## src/rtl/keypad_scan_encoder.sv

```systemverilog
// keypad_scan_encoder: 5x5 key matrix scanner/debouncer; ports clock, reset, rows_n(in,act-low), col_n(out,act-low), newkey/keycode/key_down(out)
module keypad_scan_encoder #(
  parameter int SCAN_DIV = 1000,
  parameter int DEBOUNCE_COUNT = 8
) (
  input  logic       clock,
  input  logic       reset,
  input  logic [4:0] rows_n,
  output logic [4:0] col_n,
  output logic       newkey,
  output logic [4:0] keycode,
  output logic       key_down
);
  localparam int DW = $clog2(SCAN_DIV + 1);
  localparam int CW = $clog2(DEBOUNCE_COUNT + 1);
  typedef enum logic [1:0] {SCAN, DEBOUNCE, EMIT, HELD} state_t;
  state_t state_q, state_d;
  logic [4:0] sync1_q, sync2_q;
  logic [DW-1:0] div_q, div_d;
  logic [2:0] col_q, col_d, row_q, row_d, low_row, col_nx;
  logic [CW-1:0] cnt_q, cnt_d, cnt_inc;
  logic [4:0] keycode_q, keycode_d, low;
  logic key_down_q, key_down_d, tick, one_low, done;
  logic [5:0] cand, held_map;
  function automatic logic [5:0] key_map(input logic [2:0] r, input logic [2:0] c);
    key_map = (r < 3'd4 && c < 3'd4) ? {2'b11, r[1:0], c[1:0]} :
              (r == 3'd4 && c == 3'd0) ? 6'b100001 :
              (r == 3'd4 && c == 3'd1) ? 6'b100010 :
              (r == 3'd4 && c == 3'd2) ? 6'b100100 :
              (r == 3'd4 && c == 3'd3) ? 6'b101100 :
              (r == 3'd0 && c == 3'd4) ? 6'b101001 :
              (r == 3'd1 && c == 3'd4) ? 6'b101010 : 6'b000000;
  endfunction
  always_comb begin
    tick = div_q == DW'(SCAN_DIV - 1);
    div_d = tick ? '0 : div_q + 1'b1;
    low = ~sync2_q;
    one_low = (low != 5'd0) && ((low & (low - 5'd1)) == 5'd0);
    low_row = 3'd0;
    for (int i = 0; i < 5; i++) if (low[i]) low_row = 3'(i);
    cand = key_map(low_row, col_q);
    held_map = key_map(row_q, col_q);
    col_nx = (col_q == 3'd4) ? 3'd0 : col_q + 3'd1;
    cnt_inc = cnt_q + CW'(1);
    done = cnt_inc >= CW'(DEBOUNCE_COUNT);
    state_d = state_q;
    col_d = col_q;
    row_d = row_q;
    cnt_d = cnt_q;
    keycode_d = keycode_q;
    key_down_d = key_down_q;
    case (state_q)
      SCAN: if (tick) begin
        if (one_low && cand[5]) begin
          row_d = low_row;
          cnt_d = CW'(1);
          state_d = (DEBOUNCE_COUNT <= 1) ? EMIT : DEBOUNCE;
          keycode_d = (DEBOUNCE_COUNT <= 1) ? cand[4:0] : keycode_q;
          key_down_d = (DEBOUNCE_COUNT <= 1) | key_down_q;
        end else col_d = col_nx;
      end
      DEBOUNCE: if (tick) begin
        if (one_low && low_row == row_q) begin
          cnt_d = cnt_inc;
          state_d = done ? EMIT : DEBOUNCE;
          keycode_d = done ? held_map[4:0] : keycode_q;
          key_down_d = done | key_down_q;
        end else begin
          state_d = SCAN;
          col_d = col_nx;
          cnt_d = '0;
        end
      end
      EMIT: begin
        state_d = HELD;
        cnt_d = '0;
      end
      default: if (tick) begin
        cnt_d = sync2_q[row_q] ? cnt_inc : '0;
        if (sync2_q[row_q] && done) begin
          key_down_d = 1'b0;
          state_d = SCAN;
          col_d = col_nx;
          cnt_d = '0;
        end
      end
    endcase
  end
  always_ff @(posedge clock) begin
    if (reset) begin
      sync1_q <= 5'h1F;
      sync2_q <= 5'h1F;
      div_q <= '0;
      state_q <= SCAN;
      col_q <= 3'd0;
      row_q <= 3'd0;
      cnt_q <= '0;
      keycode_q <= 5'd0;
      key_down_q <= 1'b0;
    end else begin
      sync1_q <= rows_n;
      sync2_q <= sync1_q;
      div_q <= div_d;
      state_q <= state_d;
      col_q <= col_d;
      row_q <= row_d;
      cnt_q <= cnt_d;
      keycode_q <= keycode_d;
      key_down_q <= key_down_d;
    end
  end
  assign col_n = ~(5'd1 << col_q);
  assign newkey = state_q == EMIT;
  assign keycode = keycode_q;
  assign key_down = key_down_q;
endmodule
```

## config.mk

```make
export PLATFORM = sky130hd
export DESIGN_NAME = keypad_scan_encoder
export DESIGN_NICKNAME = d
export VERILOG_FILES = /design/src/rtl/keypad_scan_encoder.sv
export SDC_FILE = /design/constraint.sdc
export NUM_CORES = 1
export LEC_CHECK = 0
export BUFFER_PORTS_ARGS = -buffer_cell sky130_fd_sc_hd__clkbuf_2
export CORE_ASPECT_RATIO = 1.2
export CORE_MARGIN = 3
export CORE_UTILIZATION = 50
export CTS_BUF_LIST = sky130_fd_sc_hd__clkbuf_4 sky130_fd_sc_hd__clkbuf_8
export CTS_CLUSTER_DIAMETER = 40
export CTS_CLUSTER_SIZE = 8
export DETAILED_ROUTE_END_ITERATION = 6
export GPL_ROUTABILITY_DRIVEN = 0
export PLACE_DENSITY = 0.7
export SETUP_SLACK_MARGIN = 0.4
export SLEW_MARGIN = 20
export SYNTH_ARGS = -nofsm -noshare
export SYNTH_HDL_FRONTEND = slang
export SYNTH_SLANG_ARGS = --single-unit
```

## constraint.sdc

```tcl
create_clock -name clock -period 2.96 [get_ports clock]
set_input_delay 0.148 -clock clock [delete_from_list [all_inputs] [get_ports clock]]
set_output_delay 0.148 -clock clock [all_outputs]
set_load 0.02 [all_outputs]
```

==> impl_metrics.tcl, run 1 <==
set metrics [dict create \
    crit_path_top_delay_cell "dfxtp_1" \
    synth_top_family_by_area "simple AND/OR/NAND/NOR gates" \
    n_antenna_cell 0 \
    tightestPinTransition_ns 0.647 \
    clock_skew_ns 0.00661 \
    cts_setup_buffers 0 \
    routed_wl_um 4010 \
    viasPerCell 5.43 \
    remaining_drc_errors 0 \
    maxSlewViolCount 0 \
    worstSetupEndpointType "flip-flop" \
    core_region_area_um2 4000 \
    design_area_um2 2320 \
    ys_types 53 \
    yosysTopAreaCell "dfxtp_1" \
    status "completed" \
    grt_pass1_wl_um 7210 \
    utilization_pct 58.0 \
    drv_cap 0 \
    rows 25 \
    cts_inserted_buffers 5 \
    holdBufCountCts 0 \
    synth_nets 259 \
    finalCriticalPeriod_ns 2.35 \
    overflow 0 \
    grt_start_max_net_pins 37 \
    cts_htree_levels 2 \
    io-pin-count 19 \
    dr.pass1.iters 4 \
    critPathMaxFanout 8 \
    die_h_um 77.5 \
    ant_nets 0 \
    fin_setup_tns_ns 0 \
    cts_num_sinks 38 \
    path_class "reg -> reg" \
    final_nets 272 \
    rsz0062_at_grt "false" \
    p_per_area_nw_per_um2 410 \
    place_hpwl_um 2930 \
    synth_edf_count 0 \
    slew_headroom_pct 56.8 \
    ys_seq_elements 38 \
    start_kind "flip-flop" \
    cts_resized 0 \
    synth_top_area_share_pct 35.7 \
    crit_required_ns 3.14 \
    synth-main-ff-cell "dfxtp_1" \
    synth.mux.area_fraction_pct 4.41 \
    peakVddDrop_v 0.000279 \
    syn-instance-count 245 \
    clk_pin_slew_worst_paths_ns 0.08 \
    avgSynthCellArea_um2 8.69 \
    grt_pass1_vias 1640 \
    r2r_setup_slack_ns 0.61 \
    antenna_found_initial 0 \
    grt.total_usage_pct 17.9 \
    async_flop_share_pct 0 \
    vias 1700 \
    setup_viol 0 \
    fin_cells 313 \
    worst_slack_ns 0.613 \
    crit_buf_inv 1 \
    syn_area_um2 2130 \
    synth_adder_area_share_pct 4.12 \
    ys_warn_count 0 \
    placed_area_um2 2230 \
    path_delay_family "simple AND/OR/NAND/NOR gates" \
    root_buffer "clkbuf_8" \
    ys_seq_area_share_pct 35.7 \
    min_path_type "in -> reg" \
    area_growth_syn_to_layout_pct 9.05 \
    finalHoldViolations 0 \
    arrival_ns 2.53 \
    dpl_worst_slack_ns 0.625 \
    clk_path_buf_depth 2 \
    worst_skew_pair.late_latency_ns 0.29 \
    timing.fmax_mhz 426 \
    post-route-period-util_pct 79.3 \
    dieArea_um2 5080 \
    io_buffers 18 \
    routedWlPerCell_um 12.8 \
    placed_cells 305 \
    path_cells "inv_1, ha_1, nor3_1, o2111ai_1, o21ai_0, a21oi_1, nor4b_4, mux2_1" \
    cts_tree "yes" \
    synth_xor_area_share_pct 5.35 \
    synth-compound-area-share_pct 16.3 \
    drive_above_1_share_pct 20.1 \
    yosys.area_share.simple_pct 28.8 \
    netlist_top_cells_area "dfxtp_1 36%, nor2_1 5.5%, ha_1 4.1%" \
    cpPeakStageDelay_ns 0.42 \
    power.leakage_nw 0.877 \
    drtIter0Drc 58 \
    fp.dieW_um 65.6 \
    start_util_pct 53.2 \
]
logic make-up after synthesis:
family                     after synthesis
xor gates and xnor gates                13
DFF                                     38
AOI/OAI and AO/OA                       46
buffers and inverters                   24
adders and majority gates                7
and+or+nand+nor                        108
muxes                                    9
layout make-up:
| class | instances | area (um2) |
|---|---|---|
| fill | 393 | 1680 |
| inverter | 10 | 37.5 |
| timing repair buffer | 20 | 105 |
| tap | 54 | 67.6 |
| sequential | 38 | 761 |
| clock inverter | 2 | 12.5 |
| clock buffer | 6 | 82.6 |
| multi-input combinational | 183 | 1250 |
metrics by stage:
stage | hold WS, ns | power, mW
global route | 0.0261 | 0.999
global placement | 0.330 | 0.596
floorplan | 0.252 | 0.588
CTS | 0.0245 | 0.965
detailed placement | 0.333 | 0.597
finish | 0.0297 | 0.953
routing by layer:
layer / vias to the layer above / GRT usage (%) / wire [um]
li1: 886 / - / -
met1: 764 / 21.5 / 1780
met2: 39 / 30.0 / 1960
met3: 11 / 3.62 / 152
met4: 0 / 8.92 / 112
met5: - / 0 / 0
worst register-to-register path: stages, from the launching register on:
cell	delay, ns
dfxtp_1	0.42
inv_1	0.11
ha_1	0.30
nor3_1	0.27
o2111ai_1	0.22
o21ai_0	0.13
a21oi_1	0.11
nor4b_4	0.33
mux2_1	0.35
report_power, final:
| group | switching [mW] | leakage (nW) | internal (mW) |
|---|---|---|---|
| sequential | 0.0118 | 0.309 | 0.521 |
| combinational | 0.0276 | 0.520 | 0.0237 |
| clock | 0.182 | 0.0472 | 0.187 |
| total | 0.221 | 0.877 | 0.731 |
path summary, 6_finish.rpt:
check,start,endpoint,depth (start not counted)
setup / recovery,col_q[0],col_q[2],8
hold / removal,rows_n[1],sync1_q[1],2
setup reg to reg,col_q[0],col_q[2],8
hold reg to reg,sync1_q[3],sync2_q[3],1
synth_stat cells (all sizes together), types with 7 or more instances:
master  count
a21oi      11
clkbuf      8
dfxtp      38
ha          7
inv         9
nand2      14
nand2b      9
nand3       8
nor2       32
nor3        8
o21ai       8
or2        11
xnor2       7
flip-flops by register name, summed over array words and instances (netlist names):
name / flops
row_q: 3
state_q: 2
cnt_q: 4
key_down: 1
div_q: 10
sync2_q: 5
col_q: 3
keycode: 5
sync1_q: 5
cell usage in the layout, fill, tap and decap left out, types with 3 or more instances in the layout:
cell      synthesis  final
a211oi_1          4      4
a21oi_1          11     11
a31oi_1           4      4
and3_1            3      3
clkbuf_2          0     18
clkbuf_8          0      6
dfxtp_1          38     38
ha_1              7      7
inv_1             9      9
mux2i_1           6      6
nand2_1          13     13
nand2b_1          9      9
nand3_1           8      8
nand3b_1          6      6
nand4_1           3      3
nor2_1           31     31
nor3_1            5      5
o21ai_0           7      7
o22ai_1           4      4
or2_2            11     11
xnor2_1           7      7
xor2_1            6      6
No activity file was read; power rests on OpenSTA's default activity.
==> inputs of run 2 (changes only) <==
- ABC_AREA: unset -> 1
- PLACE_DENSITY: 0.7 -> 0.73
- clock period: 2.96 -> 2.1 ns (I/O delays scaled with it)
==> run 2 against run 1 <==
- cell count grew 24%
- critical path type unchanged
- sequential power grew 39%
- cell area grew 9.8%
- die area shrank 2.1%
- wire length grew 9.9%
- via count grew 15%
- highest routed layer unchanged
- maximum frequency grew 46%
==> impl_metrics.tcl, run 2 <==
set metrics [dict create \
    remaining_drc_errors 0 \
    routedWlPerCell_um 11.4 \
    final_common_cell "nand2_1" \
    largest_reg_flops 10 \
    yosysTopAreaCell "dfxtp_1" \
    synth_nets 315 \
    core_region_area_um2 3970 \
    p_per_area_nw_per_um2 536 \
    ys_types 33 \
    crit_required_ns 2.33 \
    place_hpwl_um 3200 \
    vias 1962 \
    final_cell_mix "63 x nand2_1, 35 x inv_1, 32 x nor2_1, 32 x dfxtp_1, 24 x nand3_1" \
    path_class "reg -> reg" \
    power.leakage_nw 1.16 \
    final_nets 347 \
    overflow 0 \
    clk_path_buf_depth 2 \
    drv_cap 0 \
    dr.pass1.iters 4 \
    netlist_top_cells_area "dfxtp_1 37%, nand2_1 12%, inv_1 7.0%" \
    utilization_pct 64.1 \
    viasPerCell 5.06 \
    placed_area_um2 2220 \
    slew_headroom_pct 73.1 \
    clk_pin_slew_worst_paths_ns 0.08 \
    cts_inserted_buffers 5 \
    syn_area_um2 2080 \
    hold_ws_ns 0.209 \
    worstSetupEndpointType "flip-flop" \
    syn-instance-count 301 \
    area_growth_syn_to_layout_pct 22.6 \
    cts_htree_levels 2 \
    cts_num_sinks 38 \
    start_kind "flip-flop" \
    drive_above_1_share_pct 26.6 \
    timing.rr.end "row_q[0]" \
    fin_setup_tns_ns 0 \
    clock_skew_ns 0.00723 \
    yosys-top-cells-count "67 x nand2_1, 39 x inv_1, 38 x dfxtp_1" \
    arrival_ns 1.84 \
    status "completed" \
    ys_seq_area_share_pct 36.6 \
    avgSynthCellArea_um2 6.90 \
    r2r_start "col_q[1]" \
    rows 25 \
    routed_wl_um 4400 \
    root_buffer "clkbuf_8" \
    ys_warn_count 0 \
    io-pin-count 19 \
    n_antenna_cell 0 \
    io_buffers 18 \
    top_register "div_q" \
    antenna_found_initial 0 \
    dieArea_um2 4970 \
    grt_pass1_wl_um 7260 \
    crit_start "col_q[1]" \
    r2r_setup_slack_ns 0.49 \
    synthMostInstantiatedCell "nand2_1" \
    endpoint "row_q[0]" \
    min_path_type "in -> reg" \
    drtIter0Drc 107 \
    finalCriticalPeriod_ns 1.61 \
    post-route-period-util_pct 76.8 \
    grt_pass1_vias 1779 \
    synth-main-ff-cell "dfxtp_1" \
    fp.dieW_um 64.9 \
    grt_start_max_net_pins 17 \
    use_met2_pct 32.2 \
    ys_seq_elements 38 \
    rsz0062_at_grt "true" \
    reg2reg_depth 10 \
    async_flop_share_pct 0 \
    use_met3_pct 5.01 \
    cts_tree "yes" \
    timing.fmax_mhz 620 \
    design_area_um2 2550 \
    setup_viol 0 \
    top_usage_layer "met2" \
    synth_edf_count 0 \
    worst_skew_pair.late_latency_ns 0.29 \
    grt.total_usage_pct 18.5 \
    ant_nets 0 \
    critPathMaxFanout 6 \
    peakVddDrop_v 0.000447 \
    total_power_mw 1.36 \
    die_h_um 76.6 \
    use_met1_pct 20.6 \
    maxSlewViolCount 0 \
    finalHoldViolations 0 \
    start_util_pct 52.3 \
    tightestPinTransition_ns 0.404 \
    synth_top_area_share_pct 36.6 \
]
## run 2: stage by stage
step	std cells	setup slack (ns)
floorplan	301	0.460
global placement	370	0.286
detailed placement	370	0.274
CTS	383	0.396
global route	388	0.362
finish	388	0.487
## run 2: cell families (layout without fill, tap and decap cells)
logic type               after synthesis  after routing  synth area share (%)
buffers and inverters                 45             77                  8.37
AND/OR/NAND/NOR                      172            173                  40.4
AO/OA/AOI/OAI                         37             37                  9.21
flip-flops                            38             38                  36.6
XOR/XNOR                               2              2                  1.20
adder cells (fa/ha/maj)                7              7                  4.21
## run 2: critical path, stage by stage, from the launching register on
cell,delay [ns]
dfxtp_4,0.38
inv_4,0.08
ha_2,0.19
nand2_1,0.07
nand2_1,0.09
nor2_2,0.05
nor2_4,0.16
nand3_4,0.13
nor2_4,0.18
o21ai_0,0.09
a21oi_1,0.13
## run 2: area by class of cell
type                    count  area (um2)
fillers                   379        1430
multi-input cells         219        1270
flip-flops and latches     38         773
repair buffers             28         178
inverters                  41         159
clock buffers               6        82.6
well taps                  54        67.6
clock inverters             2        12.5
## run 2: how the worst min path moves through the flow
stage | from | end | slack, ns | cells past startpoint
finish | reset | keycode[1] | 0.21 | 3
global placement | rows_n[0] | sync1_q[0] | 0.29 | 2
CTS | reset | keycode[3] | 0.21 | 3
floorplan | rows_n[0] | sync1_q[0] | 0.21 | 1
global route | reset | keycode[1] | 0.24 | 3
detailed placement | rows_n[3] | sync1_q[3] | 0.29 | 2
## run 2: routing by layer
layer | routed length (um) | share of wire (%) | vias to the layer above
met5 | 0 | 0 | -
met2 | 2260 | 51 | 44
met1 | 1820 | 41 | 878
li1 | - | - | 1029
met4 | 142 | 3.2 | 0
met3 | 184 | 4.2 | 11
## run 2: power by group
group	switching, mW	total [mW]	internal, mW
clock network	0.257	0.521	0.264
registers	0.0102	0.742	0.732
logic	0.0591	0.102	0.0425
## run 2: what timing repair did
item,CTS,global route
buffers inserted,0,4
setup endpoints to repair,12,19
hold endpoints to repair,5,0
cloned,0,1
resized for setup,5,39
hold buffers,5,0
pin swaps,1,16
